### src/rtl/sprite_pkg.sv
// sprite_pkg: shared widths and named colours for the sprite renderer.
// Used by sprite_hit_unit and sprite_engine_multi.
package sprite_pkg;

    localparam int RGB_W  = 24;
    localparam int HPOS_W = 12;
    localparam int VPOS_W = 11;

    localparam logic [RGB_W-1:0] WHITE  = 24'hFFFFFF;
    localparam logic [RGB_W-1:0] INDIGO = 24'h4B0082;
    localparam logic [RGB_W-1:0] RED    = 24'hFF0000;

endpackage

### src/rtl/sprite_hit_unit.sv
// sprite_hit_unit: per-sprite double-buffered position/visibility and the
// first pipeline stage (window compare plus bitmap row/bit address).
// Ports: clk, reset (sync, high), commit (copy pending -> active),
//   wr/wr_x/wr_y/wr_show (pending write), tx/vpos (target pixel),
//   hit/row/col (registered S1 results).
module sprite_hit_unit
    import sprite_pkg::*;
#(
    parameter int SPR_W = 8,
    parameter int SPR_H = 8,
    localparam int BW = $clog2(SPR_W),
    localparam int RW = $clog2(SPR_H)
) (
    input  logic                     clk,
    input  logic                     reset,
    input  logic                     commit,
    input  logic                     wr,
    input  logic signed [HPOS_W-1:0] wr_x,
    input  logic signed [VPOS_W-1:0] wr_y,
    input  logic                     wr_show,
    input  logic signed [HPOS_W-1:0] tx,
    input  logic signed [VPOS_W-1:0] vpos,
    output logic                     hit,
    output logic [RW-1:0]            row,
    output logic [BW-1:0]            col
);

    logic signed [HPOS_W-1:0] act_x, pnd_x;
    logic signed [VPOS_W-1:0] act_y, pnd_y;
    logic                     act_show, pnd_show;

    // One extra bit so the difference of two signed values cannot wrap.
    logic [HPOS_W:0] dx;
    logic [VPOS_W:0] dy;
    logic            in_x, in_y;

    assign dx = {tx[HPOS_W-1], tx} - {act_x[HPOS_W-1], act_x};
    assign dy = {vpos[VPOS_W-1], vpos} - {act_y[VPOS_W-1], act_y};

    // 0 <= d < size (size a power of two): all bits above the index are zero.
    assign in_x = (dx[HPOS_W:BW] == '0);
    assign in_y = (dy[VPOS_W:RW] == '0);

    always_ff @(posedge clk) begin
        if (reset) begin
            act_x    <= '0;
            act_y    <= '0;
            act_show <= 1'b0;
            pnd_x    <= '0;
            pnd_y    <= '0;
            pnd_show <= 1'b0;
            hit      <= 1'b0;
            row      <= '0;
            col      <= '0;
        end else begin
            if (wr) begin
                pnd_x    <= wr_x;
                pnd_y    <= wr_y;
                pnd_show <= wr_show;
            end
            if (commit) begin
                act_x    <= pnd_x;
                act_y    <= pnd_y;
                act_show <= pnd_show;
            end
            hit <= act_show && in_x && in_y;
            row <= dy[RW-1:0];
            // MSB is the leftmost pixel: bit = SPR_W-1-dx.
            col <= ~dx[BW-1:0];
        end
    end

endmodule

### src/rtl/sprite_engine_multi.sv
// sprite_engine_multi: NUM_SPR monochrome sprites composited over BG_COLOR,
// two-stage pipeline prefetching LOOKAHEAD pixels ahead of hPos.
// Ports: crystalCLK, reset, hPos/vPos/vSync (timing), cfg_* (buffered
//   position/visibility), col_* (colour), bm_* (bitmap rows), pixelOut,
//   collision. Optional: define SPRITE_COLLISION_EN for overlap detection.
module sprite_engine_multi
    import sprite_pkg::*;
#(
    parameter int                NUM_SPR   = 4,
    parameter int                SPR_W     = 8,
    parameter int                SPR_H     = 8,
    parameter logic [RGB_W-1:0]  BG_COLOR  = 24'hFFFFFF,
    parameter int                LOOKAHEAD = 2,
    localparam int SW = (NUM_SPR > 1) ? $clog2(NUM_SPR) : 1,
    localparam int BW = $clog2(SPR_W),
    localparam int RW = $clog2(SPR_H)
) (
    input  logic                     crystalCLK,
    input  logic                     reset,
    input  logic signed [HPOS_W-1:0] hPos,
    input  logic signed [VPOS_W-1:0] vPos,
    input  logic                     vSync,
    input  logic                     cfg_we,
    input  logic [SW-1:0]            cfg_sel,
    input  logic signed [HPOS_W-1:0] cfg_x,
    input  logic signed [VPOS_W-1:0] cfg_y,
    input  logic                     cfg_show,
    input  logic                     col_we,
    input  logic [RGB_W-1:0]         col_data,
    input  logic                     bm_we,
    input  logic [SW-1:0]            bm_spr,
    input  logic [RW-1:0]            bm_row,
    input  logic [SPR_W-1:0]         bm_data,
    output logic [RGB_W-1:0]         pixelOut,
    output logic                     collision
);

    localparam logic [SW:0] NSPR = (SW+1)'(NUM_SPR);

    logic                     vs_d;
    logic                     commit;
    logic                     sel_ok, spr_ok;
    logic signed [HPOS_W-1:0] tx;

    logic [RGB_W-1:0] colr [NUM_SPR];
    logic [SPR_W-1:0] bmap [NUM_SPR][SPR_H];

    logic [NUM_SPR-1:0] hit;
    logic [RW-1:0]      row_s [NUM_SPR];
    logic [BW-1:0]      col_s [NUM_SPR];
    logic [NUM_SPR-1:0] opaque;
    logic [RGB_W-1:0]   pix;

    assign commit = vSync && !vs_d;
    assign sel_ok = ({1'b0, cfg_sel} < NSPR);
    assign spr_ok = ({1'b0, bm_spr} < NSPR);
    assign tx     = hPos + HPOS_W'(LOOKAHEAD);

    for (genvar i = 0; i < NUM_SPR; i++) begin : g_spr
        sprite_hit_unit #(
            .SPR_W (SPR_W),
            .SPR_H (SPR_H)
        ) u_hit (
            .clk     (crystalCLK),
            .reset   (reset),
            .commit  (commit),
            .wr      (cfg_we && sel_ok && (cfg_sel == SW'(i))),
            .wr_x    (cfg_x),
            .wr_y    (cfg_y),
            .wr_show (cfg_show),
            .tx      (tx),
            .vpos    (vPos),
            .hit     (hit[i]),
            .row     (row_s[i]),
            .col     (col_s[i])
        );
    end

    // Bitmap storage deliberately has no reset so patterns survive it.
    always_ff @(posedge crystalCLK) begin
        if (bm_we && spr_ok)
            bmap[bm_spr][bm_row] <= bm_data;
    end

    always_comb begin
        opaque = '0;
        for (int i = 0; i < NUM_SPR; i++)
            opaque[i] = hit[i] && bmap[i][row_s[i]][col_s[i]];
    end

    // Walk from lowest priority up so index 0 wins.
    always_comb begin
        pix = BG_COLOR;
        for (int i = NUM_SPR - 1; i >= 0; i--)
            if (opaque[i])
                pix = colr[i];
    end

    always_ff @(posedge crystalCLK) begin
        if (reset) begin
            vs_d     <= 1'b0;
            pixelOut <= BG_COLOR;
            for (int i = 0; i < NUM_SPR; i++)
                colr[i] <= '0;
        end else begin
            vs_d     <= vSync;
            pixelOut <= pix;
            if (col_we && sel_ok)
                colr[cfg_sel] <= col_data;
        end
    end

`ifdef SPRITE_COLLISION_EN
    logic sticky;
    logic multi;

    // Two or more bits set: clearing the lowest set bit leaves something.
    assign multi = |(opaque & (opaque - NUM_SPR'(1)));

    always_ff @(posedge crystalCLK) begin
        if (reset) begin
            sticky    <= 1'b0;
            collision <= 1'b0;
        end else if (commit) begin
            collision <= sticky;
            sticky    <= 1'b0;
        end else if (multi) begin
            sticky <= 1'b1;
        end
    end
`else
    assign collision = 1'b0;
`endif

endmodule

### config.mk
export PLATFORM = sky130hd
export DESIGN_NAME = sprite_engine_multi
export DESIGN_NICKNAME = d
export VERILOG_FILES = /design/src/rtl/sprite_pkg.sv /design/src/rtl/sprite_hit_unit.sv /design/src/rtl/sprite_engine_multi.sv
export SDC_FILE = /design/constraint.sdc
export NUM_CORES = 1
export LEC_CHECK = 0
export ABC_AREA = 0
export BUFFER_PORTS_ARGS = -buffer_cell sky130_fd_sc_hd__buf_2
export CORE_MARGIN = 2
export CORE_UTILIZATION = 35
export DETAILED_ROUTE_END_ITERATION = 16
export MAX_ROUTING_LAYER = met4
export PLACE_DENSITY = 0.6
export SLEW_MARGIN = 20
export SYNTH_ARGS = -nofsm -noshare
export SYNTH_HDL_FRONTEND = slang
export SYNTH_SLANG_ARGS = --single-unit
export TNS_END_PERCENT = 30
### constraint.sdc
create_clock -name crystalCLK -period 4.3 [get_ports crystalCLK]
set_clock_uncertainty 0.05 [all_clocks]
set_input_delay 1.075 -clock crystalCLK [delete_from_list [all_inputs] [get_ports crystalCLK]]
set_output_delay 1.075 -clock crystalCLK [all_outputs]
set_load 0.1 [all_outputs]
* Yosys cells after proc, flatten, opt, wreduce, memory -nomap -nowiden
Memories as Yosys holds them, arrays and structs flattened. Index checks and enable logic that the tools add are counted.
Cells by class: add/sub/neg operators 9, magnitude comparators 10, equal/unequal tests 3, muxes and demuxes 36, bitwise logic cells 9, reduce and logical (&&, ||, !) cells 29
Operators with widths (count):
- 24-bit two-way mux | 5
- 8-bit binary-select mux with 3-bit select | 4
- 8-bit two-way mux | 9
- 64-bit two-way mux | 1
- 12-bit by 12-bit subtractor with 13-bit output | 4
- 11-bit by 11-bit subtractor with 12-bit output | 4
- 10-bit logical NOT | 4
- 9-bit logical NOT | 4
- 8-bit demux with 3-bit select | 1
- 24-bit OR reduction | 1
- 4-bit greater-or-equal comparator, second input constant | 5
- 3-bit inverter with 4-bit output | 5
- 1-bit logical AND | 18
- 3-bit by 4-bit < comparator with 1-bit output, second input constant | 4
- 12-bit by 3-bit adder with 12-bit output, second input constant | 1
- 1-bit binary-select mux with 3-bit select | 4
- 3-bit inverter | 4
- 1-bit two-way mux | 11
- 2-bit equality test, second input constant | 2
- 4-bit by 1-bit < comparator with 1-bit output, second input constant | 1
- 2-bit by 1-bit equality test with 1-bit output, second input constant | 1
- 2-bit logical NOT | 1
- 2-bit two-way mux | 1
- 1-bit logical NOT | 1
Storage, ports and cells: register bits after elaboration 245, memory bits (writable) 352, bits of input ports 92, memories kept 2
Memory list:
- bmap | words 4, width 64, read ports 4, clocked after Yosys merged registers in 0, write ports 1, line sprite_engine_multi.sv:46 | logic [SPR_W-1:0] bmap [NUM_SPR][SPR_H];
- colr | words 4, width 24, read ports 4, clocked after Yosys merged registers in 0, write ports 4, line sprite_engine_multi.sv:45 | logic [RGB_W-1:0] colr [NUM_SPR];

* Depth between registers and ports, before layout
word-level depth 11, gate-level depth with buffers 14, mapped depth without buffers 14

* Hierarchy
A second synthesis with hierarchy kept.
Unflattened totals: cells, all modules 2251, area, all modules 27144.8 µm²
By module, submodules not included:
- sprite_engine_multi | instances 1, cells an instance 891, area each 15108.2 µm², sequential area each 11070.6 µm²
- sprite_hit_unit | instances 4, cells an instance 340, area each 3009.1 µm², sequential area each 1101.1 µm²

* Least setup slack after synthesis
OpenSTA, ideal clock, no wires.
path kind input to register, from input hPos[1], to register g_spr[2].u_hit.hit, setup time 91 ps, data arrival time 3604 ps, data required time 4159 ps, slack 555 ps, cell stages on the path 12, path through ha_1 xor2_1 ha_1 o21a_1 o31ai_2 a21oi_1 or4_1 a31oi_1 nor2b_1 o21a_1 or4_1 a311oi_1
Between the ends: longest elaborated chain between the ends 5
Ends and longest elaborated chain:
- start, declared | line sprite_engine_multi.sv:20 | input logic signed [HPOS_W-1:0] hPos,
- 12-bit by 3-bit adder with 12-bit output | line sprite_engine_multi.sv:57 | assign tx = hPos + HPOS_W'(LOOKAHEAD);
- 12-bit by 12-bit subtractor with 13-bit output | line sprite_hit_unit.sv:37 | assign dx = {tx[HPOS_W-1], tx} - {act_x[HPOS_W-1], act_x};
- 10-bit logical NOT | line sprite_hit_unit.sv:41 | assign in_x = (dx[HPOS_W:BW] == '0);
- 1-bit logical AND (2 in a row) | line sprite_hit_unit.sv:66 | hit <= act_show && in_x && in_y;
- end signal, assigned | line sprite_hit_unit.sv:66
- end, declared | line sprite_hit_unit.sv:23 | output logic hit,
No other way between the ends. A chain may end at the register's enable or synchronous reset.

* Final worst setup path
Same ends and word-level chain as after synthesis.

==> results.yml <==
status:
  status: "complete, no violations"
die:
  ios: 117
  core_area_um2: 74700
  start_util: 0.355
  die_y_um: 279
  die_area_um2: 78000
  fp.dieW_um: 279
  num_rows: 100
sta:
  rsz0062_at_grt: "false"
  fin_crit_ns: 3.71
  hold_viol_final: 0
  setup_violations: 0
  setup_tns_ns: 0
  period_share: 0.864
  tightest_slew_ns: 1.18
  clock.fmax_mhz: 269
  maxSlewViolCount: 0
  slew_headroom: 0.209
synthesis:
  synth_top_area_share: 0.398
  synth.largest_area_cell: "edfxtp_1"
  synth_area_leaders: "edfxtp_1, dfxtp_1, nand2_1"
  synth_seq_cells: 597
  syn_area_per_cell_um2: 10.8
  yosys_warnings: 0
  syn_inst: 2453
  syn_nets: 2646
  synth_cell_types: 70
  synthArstFlopShare: 0
  synth_seq_area_share: 0.583
  synth_edf_count: 352
  synthFlopType: "edfxtp_1"
  synth_area_um2: 26500
placement:
  gp_congestion: 0.940
  place_area_um2: 28200
  io_buffers: 115
  dp_hpwl_um: 45700
finish:
  finalNetCount: 2741
  final_area_um2: 30300
  syn2layout_area_growth_pct: 14.3
  layout-drive-gt1-share: 0.132
critical_path:
  cp_max_fo: 4
  arrival_ns: 4.19
  worstSetupStartpointType: "input pin"
  cp-end-kind: "flip-flop"
  required_ns: 4.78
  path_class: "input pin to flip-flop"
drt:
  viasPerCell: 5.16
  dr.pass1.iters: 5
  routed_wl_um: 66800
  wl_met3_um: 3450
  drt-initial-drc-count: 1290
  route.antenna.remaining_nets: 0
  drc_errors: 0
  drt-met1-wl_um: 29100
  num_vias: 18460
  wl_per_cell_um: 18.7
  maxUsedRoutingLayer: "met4"
  met2_length_um: 32700
clock_tree:
  clk-insertion-delay-late_ns: 0.62
  ctsHoldBuffers: 0
  cts_buffers: 60
  cts.clk_slew.worst_paths_ns: 0.06
  cts.htree.levels: 2
  cts_root_buf: "clkbuf_16"
  cts_resized: 0
  post_cts_buffers: 0
  clockBufferDepth: 3
  cts_tree: "built"
  cts.sinks: 597
power_and_ir_drop:
  ir_worst_vdd_mv: 0.295
  p_leak_nw: 10.4
  p_per_area_nw_per_um2: 420
grt:
  grt_pass1_vias: 18481
  grt_pass1_wl_um: 104000
  antenna_found_initial: 10
  grt-ovfl-total: 0
  track_usage: 0.174
  grt_max_degree: 97
run:
  cap_violations: 0
hold_path:
  hold_path_class: "flip-flop to flip-flop"
report_power, final:
part | internal (mW) | switching [mW]
Clock | 3.16 | 2.18
Sequential | 6.21 | 0.107
Combinational | 0.408 | 0.674
synthesized netlist by cell type (14+ instances only):
cell      instances
edfxtp_1        352
nand2b_1         16
nor2b_1          65
mux2i_1          44
o21ai_0          56
a31oi_1          14
o21ai_1          22
a21oi_1         245
ha_1             93
o21a_1           29
buf_2            19
a211oi_1         31
dfxtp_1         245
nor2_1          205
o22ai_2          20
nand3_1          22
nand2_1         460
clkbuf_1         90
xnor2_1          17
inv_1           140
mux4_2           48
nor3_1           27
cell type report:
| class | instances | area [um^2] |
|---|---|---|
| fill | 7014 | 44400 |
| sequential | 597 | 15500 |
| multi-input combinational | 1593 | 10100 |
| clock buffer | 87 | 1810 |
| tap | 969 | 1210 |
| timing repair buffer | 156 | 970 |
| inverter | 140 | 526 |
| clock inverter | 26 | 249 |
| antenna | 10 | 25.0 |
path summary, 6_finish.rpt:
| kind | from | endpoint | slack (ns) | cells after the start |
|---|---|---|---|---|
| hold / removal | g_spr[1].u_hit.pnd_x[3] | g_spr[1].u_hit.act_x[3] | 0.40 | 2 |
| hold reg to reg | g_spr[1].u_hit.pnd_x[3] | g_spr[1].u_hit.act_x[3] | 0.40 | 2 |
| setup / recovery | hPos[1] | g_spr[2].u_hit.hit | 0.59 | 13 |
| setup reg to reg | g_spr[3].u_hit.row[1] | pixelOut[17] | 0.92 | 10 |
cell usage in the layout (no fill, tap or decap), types with 7 or more instances in the layout:
master | Yosys | routed
a2111oi_0 | 10 | 10
a211oi_1 | 31 | 31
a21oi_1 | 245 | 245
a22oi_1 | 10 | 10
a31oi_1 | 14 | 14
buf_2 | 19 | 114
buf_4 | 5 | 35
clkbuf_1 | 90 | 10
clkbuf_16 | 0 | 65
clkbuf_8 | 0 | 11
clkinv_1 | 0 | 7
clkinv_2 | 0 | 9
dfxtp_1 | 245 | 245
diode_2 | 0 | 10
edfxtp_1 | 352 | 352
fa_1 | 8 | 8
ha_1 | 93 | 93
inv_1 | 140 | 140
mux2i_1 | 44 | 44
mux4_2 | 48 | 48
nand2_1 | 460 | 459
nand2b_1 | 16 | 15
nand3_1 | 22 | 22
nand3b_1 | 8 | 8
nand4_1 | 7 | 7
nor2_1 | 205 | 202
nor2b_1 | 65 | 64
nor3_1 | 27 | 27
nor4_1 | 9 | 9
o21a_1 | 29 | 29
o21ai_0 | 56 | 56
o21ai_1 | 22 | 22
o22ai_1 | 10 | 9
o22ai_2 | 20 | 21
o31a_1 | 9 | 9
o31ai_1 | 7 | 7
xnor2_1 | 17 | 17
xor2_1 | 12 | 12
metrics by stage:
step            util  std cells  setup WS [ns]  power [mW]  hold slack (ns)
2_1_floorplan      -       2453          0.555        7.12            0.382
3_3_place_gp   0.377       3452         0.0513        7.48            0.387
6_report       0.406       3578          0.586        12.7            0.397
5_1_grt        0.406       3577          0.415        13.2            0.416
4_1_cts        0.405       3566          0.661        12.8            0.399
3_5_place_dp   0.378       3453        0.00430        7.51            0.393
cell families (layout without fill, tap and decap cells):
| kind of cell | Yosys count | count (layout) | share of synthesized area |
|---|---|---|---|
| other cells | 1 | 11 | 0.000141 |
| buf+inv | 263 | 409 | 0.0397 |
| simple gates | 856 | 856 | 0.138 |
| xor+xnor | 29 | 29 | 0.00957 |
| mux | 96 | 96 | 0.0590 |
| fa+ha+maj | 101 | 101 | 0.0499 |
| compound gates | 510 | 510 | 0.120 |
| flops | 597 | 597 | 0.583 |
routing by layer:
| layer | vias up | track usage |
|---|---|---|
| li1 | 8861 | - |
| met1 | 9053 | 0.221 |
| met2 | 443 | 0.292 |
| met3 | 103 | 0.0247 |
| met4 | 0 | 0.0510 |
| met5 | - | - |
state kept, by name, summed over array words and instances, names as in the netlist:
register,count
bmap,256
colr,96
g_spr.u_hit.act_show,4
g_spr.u_hit.act_x,48
g_spr.u_hit.act_y,44
g_spr.u_hit.col,12
g_spr.u_hit.hit,4
g_spr.u_hit.pnd_show,4
g_spr.u_hit.pnd_x,48
g_spr.u_hit.pnd_y,44
g_spr.u_hit.row,12
pixelOut,24
vs_d,1
worst max-delay path, cell delays in order:
cell	delay [ns]
buf_2	0.11
ha_1	0.22
xor2_1	0.46
ha_1	0.35
o21a_1	0.13
o31ai_2	0.09
a21oi_1	0.16
or4_1	0.43
a31oi_1	0.22
nor2b_1	0.09
o21a_1	0.18
or4_1	0.41
a311oi_1	0.26
Power figures use the tool's default switching activity.
